--- src/rtl/if_stage.sv ---
// Instruction-fetch stage: issues nextpc to a synchronous instruction SRAM and hands {pc, inst} to decode.
// Optional misaligned-fetch detection is enabled with `define FS_ADEF_CHECK_EN.
module if_stage #(
  parameter logic [31:0] RESET_PC = 32'h1c000000
) (
  input  logic        clk,
  input  logic        reset,
  input  logic        ds_allowin,
  input  logic [33:0] br_bus,
  output logic        fs_to_ds_valid,
  output logic [63:0] fs_to_ds_bus,
  output logic        inst_sram_en,
  output logic [3:0]  inst_sram_we,
  output logic [31:0] inst_sram_addr,
  output logic [31:0] inst_sram_wdata,
  input  logic [31:0] inst_sram_rdata,
  output logic        fs_adef_err
);

  // Handshake: a stage transfers on any edge where the producer's valid and the consumer's allowin are both high.
  logic        r_fs_valid;
  logic [31:0] r_fs_pc;
  logic        r_buf_valid;
  logic [31:0] r_buf_inst;

  logic        w_br_stall;
  logic        w_br_taken;
  logic [31:0] w_br_target;
  logic [31:0] w_seq_pc;
  logic [31:0] w_nextpc;
  logic        w_to_fs_valid;
  logic        w_fs_ready_go;
  logic        w_fs_allowin;
  logic        w_accept;
  logic [31:0] w_raw_inst;
  logic [31:0] w_fs_inst;

  assign w_br_stall    = br_bus[33];
  assign w_br_taken    = br_bus[32];
  assign w_br_target   = br_bus[31:0];
  assign w_seq_pc      = r_fs_pc + 32'd4;
  assign w_nextpc      = w_br_taken ? w_br_target : w_seq_pc;
  assign w_to_fs_valid = ~reset & ~w_br_stall;
  assign w_fs_ready_go = 1'b1;
  assign w_fs_allowin  = ~r_fs_valid | (w_fs_ready_go & ds_allowin);
  assign w_accept      = w_to_fs_valid & w_fs_allowin;
  assign w_raw_inst    = r_buf_valid ? r_buf_inst : inst_sram_rdata;

  // Gated by reset so decode never sees a stale instruction during the flush cycle.
  assign fs_to_ds_valid  = r_fs_valid & w_fs_ready_go & ~reset;
  assign fs_to_ds_bus    = {r_fs_pc, w_fs_inst};
  assign inst_sram_we    = 4'b0;
  assign inst_sram_wdata = 32'b0;
  assign inst_sram_addr  = w_nextpc;

  always_ff @(posedge clk) begin
    if (reset) begin
      r_fs_valid <= 1'b0;
      r_fs_pc    <= RESET_PC - 32'd4;
    end else if (w_accept) begin
      r_fs_valid <= 1'b1;
      r_fs_pc    <= w_nextpc;
    end else if (w_fs_allowin) begin
      r_fs_valid <= 1'b0;
    end
  end

  // Holds the SRAM output while decode back-pressures, since the SRAM does not keep its read data.
  always_ff @(posedge clk) begin
    if (reset) begin
      r_buf_valid <= 1'b0;
      r_buf_inst  <= 32'b0;
    end else if (w_accept) begin
      r_buf_valid <= 1'b0;
    end else if (r_fs_valid && !ds_allowin && !r_buf_valid) begin
      r_buf_valid <= 1'b1;
      r_buf_inst  <= inst_sram_rdata;
    end
  end

`ifdef FS_ADEF_CHECK_EN
  logic w_misaligned;
  logic r_fs_adef;
  logic r_adef_err;

  assign w_misaligned = (w_nextpc[1:0] != 2'b00);
  assign inst_sram_en = w_accept & ~w_misaligned;
  assign w_fs_inst    = r_fs_adef ? 32'h0 : w_raw_inst;
  assign fs_adef_err  = r_adef_err;

  always_ff @(posedge clk) begin
    if (reset) begin
      r_fs_adef  <= 1'b0;
      r_adef_err <= 1'b0;
    end else if (w_accept) begin
      r_fs_adef  <= w_misaligned;
      r_adef_err <= r_adef_err | w_misaligned;
    end
  end
`else
  assign inst_sram_en = w_accept;
  assign w_fs_inst    = w_raw_inst;
  assign fs_adef_err  = 1'b0;
`endif

endmodule

--- config.mk ---
export PLATFORM = sky130hd
export DESIGN_NAME = if_stage
export DESIGN_NICKNAME = d
export VERILOG_FILES = /design/src/rtl/if_stage.sv
export SDC_FILE = /design/constraint.sdc
export NUM_CORES = 1
export LEC_CHECK = 0
export BUFFER_PORTS_ARGS = -buffer_cell sky130_fd_sc_hd__buf_2
export CAP_MARGIN = 5
export CELL_PAD_IN_SITES_DETAIL_PLACEMENT = 2
export CELL_PAD_IN_SITES_GLOBAL_PLACEMENT = 2
export CORE_MARGIN = 1.5
export CORE_UTILIZATION = 25
export CTS_CLUSTER_SIZE = 25
export DETAILED_ROUTE_END_ITERATION = 8
export PLACE_DENSITY_LB_ADDON = 0.1
export REMOVE_ABC_BUFFERS = 1
export SYNTH_ARGS = -nofsm -noshare
export SYNTH_HDL_FRONTEND = slang
export SYNTH_SLANG_ARGS = --single-unit
--- constraint.sdc ---
create_clock -name clk -period 2.2 [get_ports clk]
set_input_delay 0 -clock clk [delete_from_list [all_inputs] [get_ports clk]]
set_output_delay 0 -clock clk [all_outputs]
set_load 0.005 [all_outputs]
; ---- Yosys cells after proc, flatten, opt, wreduce, memory -nomap -nowiden
; Cells that the tools add are included.
[op_classes]
add_sub_neg = 1
mux = 4
bitwise_logic = 8
reduce_logical = 7
[ops]
columns = cell, count
row1 = $mux W32, 2
row2 = $add A32 B3 Y32 const B, 1
row3 = $not A1 Y1, 4
row4 = $and A1 B1 Y1, 3
row5 = $logic_and A1 B1 Y1, 2
row6 = $logic_not A1 Y1, 2
row7 = $mux W1, 2
row8 = $reduce_and A2 Y1, 1
row9 = $reduce_bool A2 Y1, 1
row10 = $reduce_or A2 Y1, 1
row11 = $or A1 B1 Y1, 1
[word_totals]
reg_bits = 66
inputBits = 69
out_inout_bits = 135
wordCells = 24

; ---- Logic depth before layout (Yosys ltp)
; Gate-level depths: netlist (run 1).
[depth]
ltp_word = 5
depth_mapped = 8
ltp_nobuf = 6

; ---- Worst setup path before layout (run 1)
; Ideal clock, no wire load.
[synth_timing]
path_kind = register -> register
startpoint = register r_fs_pc[2]
endpoint = register r_fs_pc[30]
setup_ps = 115
arrival_time_ps = 1620
setup_slack_ps = 465
path_stages_with_launch = 8
synth_period_minus_slack_ps = 1735
path_cell_list = dfxtp_1 -> ha_1 -> and3_1 -> buf_2 -> nand4_1 -> nor3_2 -> o21ai_0 -> a21bo_2
[synth_between]
elab_chain_cells = 2
[synth_rtl]
columns = element, line_no
row1 = "start, declared", 22  ; logic [31:0] r_fs_pc;
row2 = "start signal, assigned", 59  ; r_fs_pc <= RESET_PC - 32'd4;
row3 = "start signal, assigned", 62  ; r_fs_pc <= w_nextpc;
row4 = $add A32 B3 Y32, 41  ; assign w_seq_pc = r_fs_pc + 32'd4;
row5 = $mux W32, 42  ; assign w_nextpc = w_br_taken ? w_br_target : w_seq_pc;
; No other way between the ends.
; A chain may end at the register's enable or synchronous reset.

; ---- Worst setup path after layout (run 1)
[layout_timing]
startpoint = register r_fs_pc[10]
endpoint = output port inst_sram_addr[26]
[layout_between]
elab_chain_cells = 2
[layout_rtl]
columns = element, line_no
row1 = $add A32 B3 Y32, 41
row2 = $mux W32, 42
row3 = "end, declared", 14  ; output logic [31:0] inst_sram_addr,
; No other way between the ends.

==> flow_metrics.tcl, run 1 <==
set metrics [dict create \
    synth_edf_count 0 \
    grt_antenna_before_repair 1 \
    cp_data_required_time_ns 2.20 \
    period_share 0.966 \
    net-switching-power_mw 1.31 \
    clkSlewWorstSetupHoldPaths_ns 0.05 \
    worst_skew_pair.late_latency_ns 0.34 \
    multi_input_area_um2 2660 \
    detail_route.wirelength_um 16700 \
    worst-setup-path-type "reg2out" \
    drcViolationCount 0 \
    detailedRoute.firstPassIterationCount 4 \
    synth_warn 0 \
    run_status "completed" \
    max_slew_margin 0.644 \
    place_hpwl_um 11800 \
    fmax_ghz 0.471 \
    synth-seq-area-share 0.309 \
    cts_buffers 9 \
    report.final.slew_viol_count 0 \
    p_comb_frac 0.298 \
    overall_track_demand_over_capacity_in_global_routing 0.187 \
    final.setup_skew_ns 0.00424 \
    maximum_number_of_pins_on_one_net_before_global_route_repair 48 \
    critPathLaunchType "flip-flop" \
    p_int_mw 2.88 \
    cp.arrival_ns 2.13 \
    dominantRegCellSynth "dfxtp_1" \
    worst_ir_drop_vdd_v 0.000308 \
    number_of_nets_with_antenna_violations_after_detailed_routing 0 \
    yosys_register_bits 66 \
    dieArea_um2 17900 \
    highest_net_fanout_along_the_worst_path 7 \
    timing.final.ws_setup_ns 0.0748 \
    time_the_final_worst_path_needs_with_i_o_delays_and_setup_ns 2.13 \
    placeableCoreArea_um2 16600 \
    tritoncts "yes" \
    post_route_cells_drive_above_1_share 0.390 \
    die-height_um 134 \
    cts-root-buf "clkbuf_16" \
    initial_utilization 0.257 \
    drt-wirelength-per-cell_um 17.4 \
    seq_pwr_share 0.325 \
    hold_violations 0 \
    worstMarginPinSlew_ns 0.534 \
    share_clk_of_total_power 0.378 \
    final.fill_count 1966 \
    syn-cell-area_um2 4280 \
    grt_first_pass_wirelength_um 26300 \
    power-per-cell-area_nw_per_um2 696 \
    avgSynthCellArea_um2 8.06 \
    timing.hold.ws_ns 0.0154 \
    drv.max_cap_violation_count 0 \
    hold_path.class "in2reg" \
    vias 4468 \
    std_cell_rows 47 \
    finalSetupViolCount 0 \
    critical_path_sink_type "output port" \
    die-width_um 134 \
    synthDistinctLibCells 57 \
    place_worst_setup_slack_ns 0.124 \
    synth_cells 531 \
    layout.area.seq_um2 1340 \
    nNetsFinal 803 \
    cts_htree_levels 3 \
    clk_path_buf_depth 2 \
    utilization 0.362 \
    grt_pass1_vias 4966 \
    cellLeakagePower_nw 2.57 \
    average_via_count_per_standard_cell 4.66 \
    ioPinCount 204 \
    area_delta_synth_final_pct 40.6 \
    p_sw_frac 0.314 \
    postSynth.asyncResetShare 0 \
    cts.sink_count 66 \
    grt_setup_unrepaired "true" \
    grt_overflow_total 0 \
    finalWeightedCongestion 0.817 \
    drt_iter0_drcs 127 \
    port-buffer-count 166 \
]
## layer usage
layer  up-vias  track usage  wire length [um]
li1       2172            -                 -
met4         0       0.0550               232
met1      2148        0.224              7200
met5         -            0                 0
met2       132        0.329              8300
met3        16       0.0446               937
## cell usage after synthesis (all sizes together) (2+ instances only)
master,count,area (um^2)
buf,52,355
nand2,98,370
o21a,3,22.5
o21ai,19,95.1
o22a,3,27.5
and3,8,52.6
and2,5,32.5
inv,4,15.0
nor3,10,65.1
a21boi,8,60.1
or3,2,12.5
dfxtp,66,1320
clkbuf,19,72.6
o22ai,4,25.0
nand3,9,45.0
nor3b,3,22.5
nor4,6,77.6
a211o,3,26.3
nand4,9,71.3
xnor2,18,158
and4,6,58.8
nand2b,13,81.3
a2bb2oi,11,96.3
mux2,43,484
nor2,21,81.3
o2bb2ai,2,17.5
a31oi,5,31.3
xor2,10,87.6
nor2b,2,12.5
a21oi,59,295
## worst max-delay path, stage by stage (launching register included)
cell	delay, ns
dfxtp_2	0.39
and4_4	0.30
nand4_4	0.23
nor4_4	0.34
xor2_1	0.12
mux2_2	0.27
buf_2	0.13
## path summary, 6_finish.rpt
path              cells past startpoint                         from  slack [ns]                           to
setup / recovery                      6     r_fs_pc[10]$_SDFFE_PP1P_        0.07           inst_sram_addr[26]
hold / removal                        3                   br_bus[14]        0.02     r_fs_pc[14]$_SDFFE_PP1P_
setup reg to reg                      6      r_fs_valid$_SDFFE_PP0P_        0.26     r_fs_pc[30]$_SDFFE_PP0P_
hold reg to reg                       2  r_buf_inst[19]$_SDFFE_PP0P_        0.45  r_buf_inst[19]$_SDFFE_PP0P_
## metrics by stage
| step | cells | instance area (um^2) | power [mW] | setup TNS (ns) |
|---|---|---|---|---|
| finish | 959 | 6020 | 4.19 | 0 |
| global route | 959 | 6020 | 4.44 | -0.104 |
| CTS | 955 | 5950 | 4.21 | 0 |
| detailed placement | 902 | 5240 | 2.52 | 0 |
| global placement | 902 | 5240 | 2.49 | 0 |
| floorplan | 494 | 3940 | 2.00 | 0 |
## cell families (layout without fill, tap and decap cells)
logic type / Yosys count / after routing / synth area share
multiplexers: 43 / 43 / 0.113
adder cells (fa/ha/maj): 1 / 1 / 0.00292
AO/OA/AOI/OAI: 122 / 122 / 0.173
buffers and inverters: 78 / 249 / 0.115
other: 1 / 38 / 0.000876
flip-flops: 66 / 66 / 0.309
AND/OR/NAND/NOR: 192 / 192 / 0.230
XOR/XNOR: 28 / 28 / 0.0573
## power by group through the flow
stage | clock, mW | combinational, mW | sequential, mW
floorplan | 0 | 0.620 | 1.38
global placement | 0 | 1.11 | 1.37
detailed placement | 0 | 1.14 | 1.38
CTS | 1.63 | 1.22 | 1.36
global route | 1.69 | 1.38 | 1.38
finish | 1.58 | 1.25 | 1.36
## repair_timing
| item | CTS | global route |
|---|---|---|
| resized for setup | 11 | 15 |
| setup endpoints to repair | 12 | 17 |
| hold buffers | 36 | 0 |
| setup buffers | 1 | 3 |
| gates cloned | 0 | 0 |
| pin swaps | 2 | 4 |
| endpoints found under the hold margin | 37 | 0 |
## cells in the final DEF, fill, tap and decap left out, drive strengths merged, types with 11 or more instances in the layout
cell type,synthesis,routed
a21oi,59,59
a2bb2oi,11,11
buf,52,192
clkbuf,19,11
conb,1,37
dfxtp,66,66
dlygate4sd3,0,36
mux2,43,43
nand2,98,98
nand2b,13,13
nor2,21,21
o21ai,19,19
xnor2,18,18
## registers in the layout, indices dropped and copies added, names as in the netlist
register     flops
r_fs_valid       1
r_fs_pc         32
r_buf_valid      1
r_buf_inst      32
## cell type report
class,instances,share of cell area
tap,220,0.0457
sequential,66,0.222
inverter,5,0.00312
clock inverter,5,0.0129
antenna,1,0.000416
multi-input combinational,423,0.443
clock buffer,11,0.0403
timing repair buffer,228,0.233
(Power assumes the default switching activity.)
==> run 2: changes to the inputs <==
- SETUP_SLACK_MARGIN: unset -> 0.15
==> flow_metrics.tcl, run 2 (synthesized netlist as in run 1, its figures left out) <==
set metrics [dict create \
    final.setup_skew_ns 0.00526 \
    time_the_final_worst_path_needs_with_i_o_delays_and_setup_ns 2.04 \
    vias 4629 \
    regToRegStartpoint "r_fs_valid$_SDFFE_PP0P_" \
    cp.arrival_ns 2.04 \
    average_via_count_per_standard_cell 4.70 \
    global_route.usage.met2 0.334 \
    max_slew_margin 0.625 \
    grt_overflow_total 0 \
    finalWeightedCongestion 0.817 \
    crit_chain "ha_4 -> and3_4 -> and2_4 -> nand4_1 -> xnor2_1 -> mux2_2 -> buf_2" \
    finalInstanceArea_um2 6340 \
    report.final.slew_viol_count 0 \
    drt-wirelength-per-cell_um 17.3 \
    cts.sink_count 66 \
    critical_path.max_stage_delay_ns 0.36 \
    mostFrequentLayoutCells "buf_2, nand2_1, a21oi_1" \
    fmax_ghz 0.491 \
    placeableCoreArea_um2 16600 \
    cts_buffers 9 \
    worstMarginPinSlew_ns 0.563 \
    die-width_um 134 \
    cts_htree_levels 3 \
    ioPinCount 204 \
    initial_utilization 0.257 \
    number_of_nets_with_antenna_violations_after_detailed_routing 0 \
    drv.max_cap_violation_count 0 \
    critical_path_sink_type "output port" \
    run_status "completed" \
    area_delta_synth_final_pct 48.0 \
    finalSetupTns_ns 0 \
    power-per-cell-area_nw_per_um2 689 \
    clkSlewWorstSetupHoldPaths_ns 0.05 \
    grt_pass1_vias 5046 \
    cts-root-buf "clkbuf_16" \
    nNetsFinal 829 \
    dieArea_um2 17900 \
    tritoncts "yes" \
    finalSetupViolCount 0 \
    detailedRoute.firstPassIterationCount 4 \
    critPathLaunchType "flip-flop" \
    cellLeakagePower_nw 2.75 \
    hold_violations 0 \
    placement.cell_area_um2 5240 \
    globalRoute.busiestLayer "met2" \
    grt_antenna_before_repair 1 \
    post_route_cells_drive_above_1_share 0.425 \
    place_worst_setup_slack_ns 0.124 \
    utilization 0.381 \
    drcViolationCount 0 \
    detail_route.wirelength_um 17100 \
    grt_setup_unrepaired "true" \
    port-buffer-count 166 \
    worst_skew_pair.late_latency_ns 0.34 \
    timing.critical_path.slowest_stage_cell "dfxtp_2" \
    worst_ir_drop_vdd_v 0.000304 \
    hold_path.class "in2reg" \
    overall_track_demand_over_capacity_in_global_routing 0.187 \
    cp_data_required_time_ns 2.20 \
    timing.final.ws_setup_ns 0.162 \
    grt_first_pass_wirelength_um 26400 \
    largestRegisters "r_buf_inst (32), r_fs_pc (32)" \
    std_cell_rows 47 \
    die-height_um 134 \
    mostFrequentLayoutCell "buf_2" \
    met1_track_demand_over_resource_in_global_routing 0.221 \
    hold_path_startpoint "br_bus[14]" \
    timing.hold.ws_ns 0.00788 \
    gr_layer_usage_met3 0.0457 \
    highest_net_fanout_along_the_worst_path 6 \
    worst-setup-path-type "reg2out" \
    drt_iter0_drcs 128 \
    maximum_number_of_pins_on_one_net_before_global_route_repair 48 \
    clk_path_buf_depth 2 \
    crit_path_start "r_fs_pc[3]$_SDFFE_PP1P_" \
    period_share 0.926 \
    place_hpwl_um 11800 \
]
==> run 2: power breakdown <==
part / internal, mW / switching (mW) / total (mW)
logic: 0.711 / 0.717 / 1.43
registers: 1.28 / 0.0870 / 1.36
clock network: 1.02 / 0.558 / 1.58
total: 3.01 / 1.36 / 4.37
==> run 2: repair_timing <==
| action | CTS | global route |
|---|---|---|
| endpoints found under the hold margin | 37 | 0 |
| gates resized for setup | 28 | 32 |
| cloned | 0 | 0 |
| buffers inserted | 10 | 20 |
| pin swaps | 7 | 19 |
| hold buffers | 36 | 0 |
| endpoints found under the setup margin | 21 | 20 |
==> run 2: worst max-delay path: cells and delay by family (launching register included) <==
kind | cells | cell delay, ns
AND/OR/NAND/NOR | 3 | 0.63
buffers and inverters | 1 | 0.12
adder cells (fa/ha/maj) | 1 | 0.14
flip-flops | 1 | 0.36
XOR/XNOR | 1 | 0.19
multiplexers | 1 | 0.26
==> run 2: routing by layer <==
metal  part of all wire  routed length, um
met5                  0                  0
met4              0.017                293
met3              0.053                901
met2               0.50               8570
met1               0.43               7330
==> run 2: stage by stage <==
stage,instances,power (mW)
3_5_place_dp,902,2.52
2_1_floorplan,494,2.00
5_1_grt,985,4.63
6_report,985,4.37
4_1_cts,964,4.30
3_3_place_gp,902,2.49
==> run 2: path summary, 6_finish.rpt <==
| path | cells after the start | slack (ns) | end |
|---|---|---|---|
| setup / recovery | 7 | 0.16 | inst_sram_addr[12] |
| hold / removal | 3 | 0.008 | r_fs_pc[14]$_SDFFE_PP1P_ |
| setup reg to reg | 6 | 0.25 | r_fs_pc[30]$_SDFFE_PP0P_ |
| hold reg to reg | 2 | 0.45 | r_buf_inst[19]$_SDFFE_PP0P_ |
==> run 2: area by class of cell <==
type / count / area (um^2)
clock buffer: 11 / 243
clock inverter: 5 / 77.6
inverter: 5 / 18.8
timing repair buffer: 254 / 1630
fill: 1956 / 10300
multi-input combinational: 423 / 2740
tap: 220 / 275
sequential: 66 / 1350
antenna: 1 / 2.50
==> run 3: changes to the inputs <==
==> constraint.sdc (replaced) <==
create_clock -name clk -period 2.2 [get_ports clk]
set_input_delay 0 -clock clk [delete_from_list [all_inputs] [get_ports clk]]
set_output_delay 0 -clock clk [all_outputs]
set_load 0.1 [all_outputs]
==> flow_metrics.tcl, run 3 (synthesized netlist as in run 1, its figures left out) <==
set metrics [dict create \
    drv.max_cap_violation_count 0 \
    die-width_um 134 \
    initial_utilization 0.257 \
    worst_ir_drop_vdd_v 0.000456 \
    grt_antenna_before_repair 0 \
    detail_route.wirelength_um 17700 \
    place_hpwl_um 12400 \
    grt_overflow_total 0 \
    grt_first_pass_wirelength_um 27600 \
    multi_input_area_um2 2810 \
    timing.critical_path.slowest_stage_cell "dfxtp_4" \
    worst-setup-path-type "reg2out" \
    average_via_count_per_standard_cell 4.79 \
    mostFrequentLayoutCells "buf_2, nand2_1, buf_12" \
    crit_chain "ha_4 -> and3_4 -> and2_4 -> nand4_1 -> xnor2_1 -> mux2_4 -> buf_12" \
    largestRegisters "r_buf_inst (32), r_fs_pc (32)" \
    drcViolationCount 0 \
    placeableCoreArea_um2 16600 \
    maximum_number_of_pins_on_one_net_before_global_route_repair 46 \
    final.fill_count 1868 \
    utilization 0.433 \
    worst_skew_pair.late_latency_ns 0.34 \
    post_route_cells_drive_above_1_share 0.451 \
    hold_violations 0 \
    final.setup_skew_ns 0.00848 \
    port-buffer-count 166 \
    std_cell_rows 47 \
    clk_path_buf_depth 2 \
    area_delta_synth_final_pct 68.2 \
    time_the_final_worst_path_needs_with_i_o_delays_and_setup_ns 2.11 \
    grt_pass1_vias 5169 \
    layout.area.seq_um2 1360 \
    run_status "completed" \
    cts.sink_count 66 \
    dieArea_um2 17900 \
    cellLeakagePower_nw 3.04 \
    cts-root-buf "clkbuf_16" \
    fmax_ghz 0.475 \
    hold_path.class "in2reg" \
    drt-wirelength-per-cell_um 18.0 \
    cts_buffers 9 \
    highest_net_fanout_along_the_worst_path 7 \
    vias 4701 \
    cp_data_required_time_ns 2.20 \
    number_of_nets_with_antenna_violations_after_detailed_routing 0 \
    critical_path.max_stage_delay_ns 0.38 \
    grt_setup_unrepaired "true" \
    drt_iter0_drcs 134 \
    place_worst_setup_slack_ns -0.0941 \
    report.final.slew_viol_count 0 \
    timing.reg2reg.setup_slack_ns 0.34 \
    critPathLaunchType "flip-flop" \
    finalWeightedCongestion 0.774 \
    nNetsFinal 827 \
    max_slew_margin 0.570 \
    tritoncts "yes" \
    power-per-cell-area_nw_per_um2 846 \
    clkSlewWorstSetupHoldPaths_ns 0.06 \
    insertedDiodeCount 0 \
    period_share 0.957 \
    timing.final.ws_setup_ns 0.0938 \
    worstMarginPinSlew_ns 0.641 \
    die-height_um 134 \
    ioPinCount 204 \
    detailedRoute.firstPassIterationCount 4 \
    critical_path_sink_type "output port" \
    mostFrequentLayoutCell "buf_2" \
    cts_htree_levels 3 \
    cp.arrival_ns 2.11 \
    overall_track_demand_over_capacity_in_global_routing 0.196 \
    finalSetupViolCount 0 \
]
-- run 3: stage by stage --
stage                     std cells  setup TNS, ns  instance area [um^2]  power (mW)  hold WS [ns]
after floorplan                 494         -49.32                  3940        3.54        0.0691
after global placement          913              0                  6170        4.43         0.251
after detailed placement        913         -0.133                  6170        4.47         0.261
after CTS                       977              0                  7090        6.09       0.00234
after global routing            982              0                  7200        6.33        0.0283
final                           982              0                  7200        6.09        0.0174
-- run 3: final timing paths --
path / startpoint / to / cells past startpoint
max reg2reg: r_fs_pc[3]$_SDFFE_PP1P_ / r_fs_pc[31]$_SDFFE_PP0P_ / 8
min reg2reg: r_buf_inst[7]$_SDFFE_PP0P_ / r_buf_inst[7]$_SDFFE_PP0P_ / 2
max: r_fs_pc[3]$_SDFFE_PP1P_ / inst_sram_addr[12] / 7
min: br_bus[0] / r_fs_pc[0]$_SDFFE_PP0P_ / 4
-- run 3: layout make-up --
class	count	share of cell area
multi-input combinational	423	0.390
timing repair buffer	252	0.340
sequential	66	0.189
tap	220	0.0382
clock buffer	12	0.0356
clock inverter	4	0.00365
inverter	5	0.00330
-- run 3: what timing repair did --
item | 4_1_cts | 5_1_grt
pin swaps | 21 | 16
hold buffers | 36 | 0
endpoints found under the hold margin | 35 | 0
buffers inserted | 12 | 5
endpoints found under the setup margin | 26 | 24
resized for setup | 66 | 21
-- run 3: critical path, delay by kind of cell (launching register included) --
family / cells / cell delay [ns]
simple gates: 3 / 0.64
mux: 1 / 0.28
fa+ha+maj: 1 / 0.13
xor+xnor: 1 / 0.17
buf+inv: 1 / 0.17
flops: 1 / 0.38
-- run 3: routing by layer --
layer | part of all wire | GRT usage
met5 | 0 | 0
met1 | 0.41 | 0.227
met3 | 0.049 | 0.0367
met4 | 0.016 | 0.0634
met2 | 0.53 | 0.362
-- run 3: power by group --
part           switching (mW)  internal, mW
logic                    2.35          1.01
clock network           0.557         0.823
registers              0.0738          1.28
total                    2.98          3.11
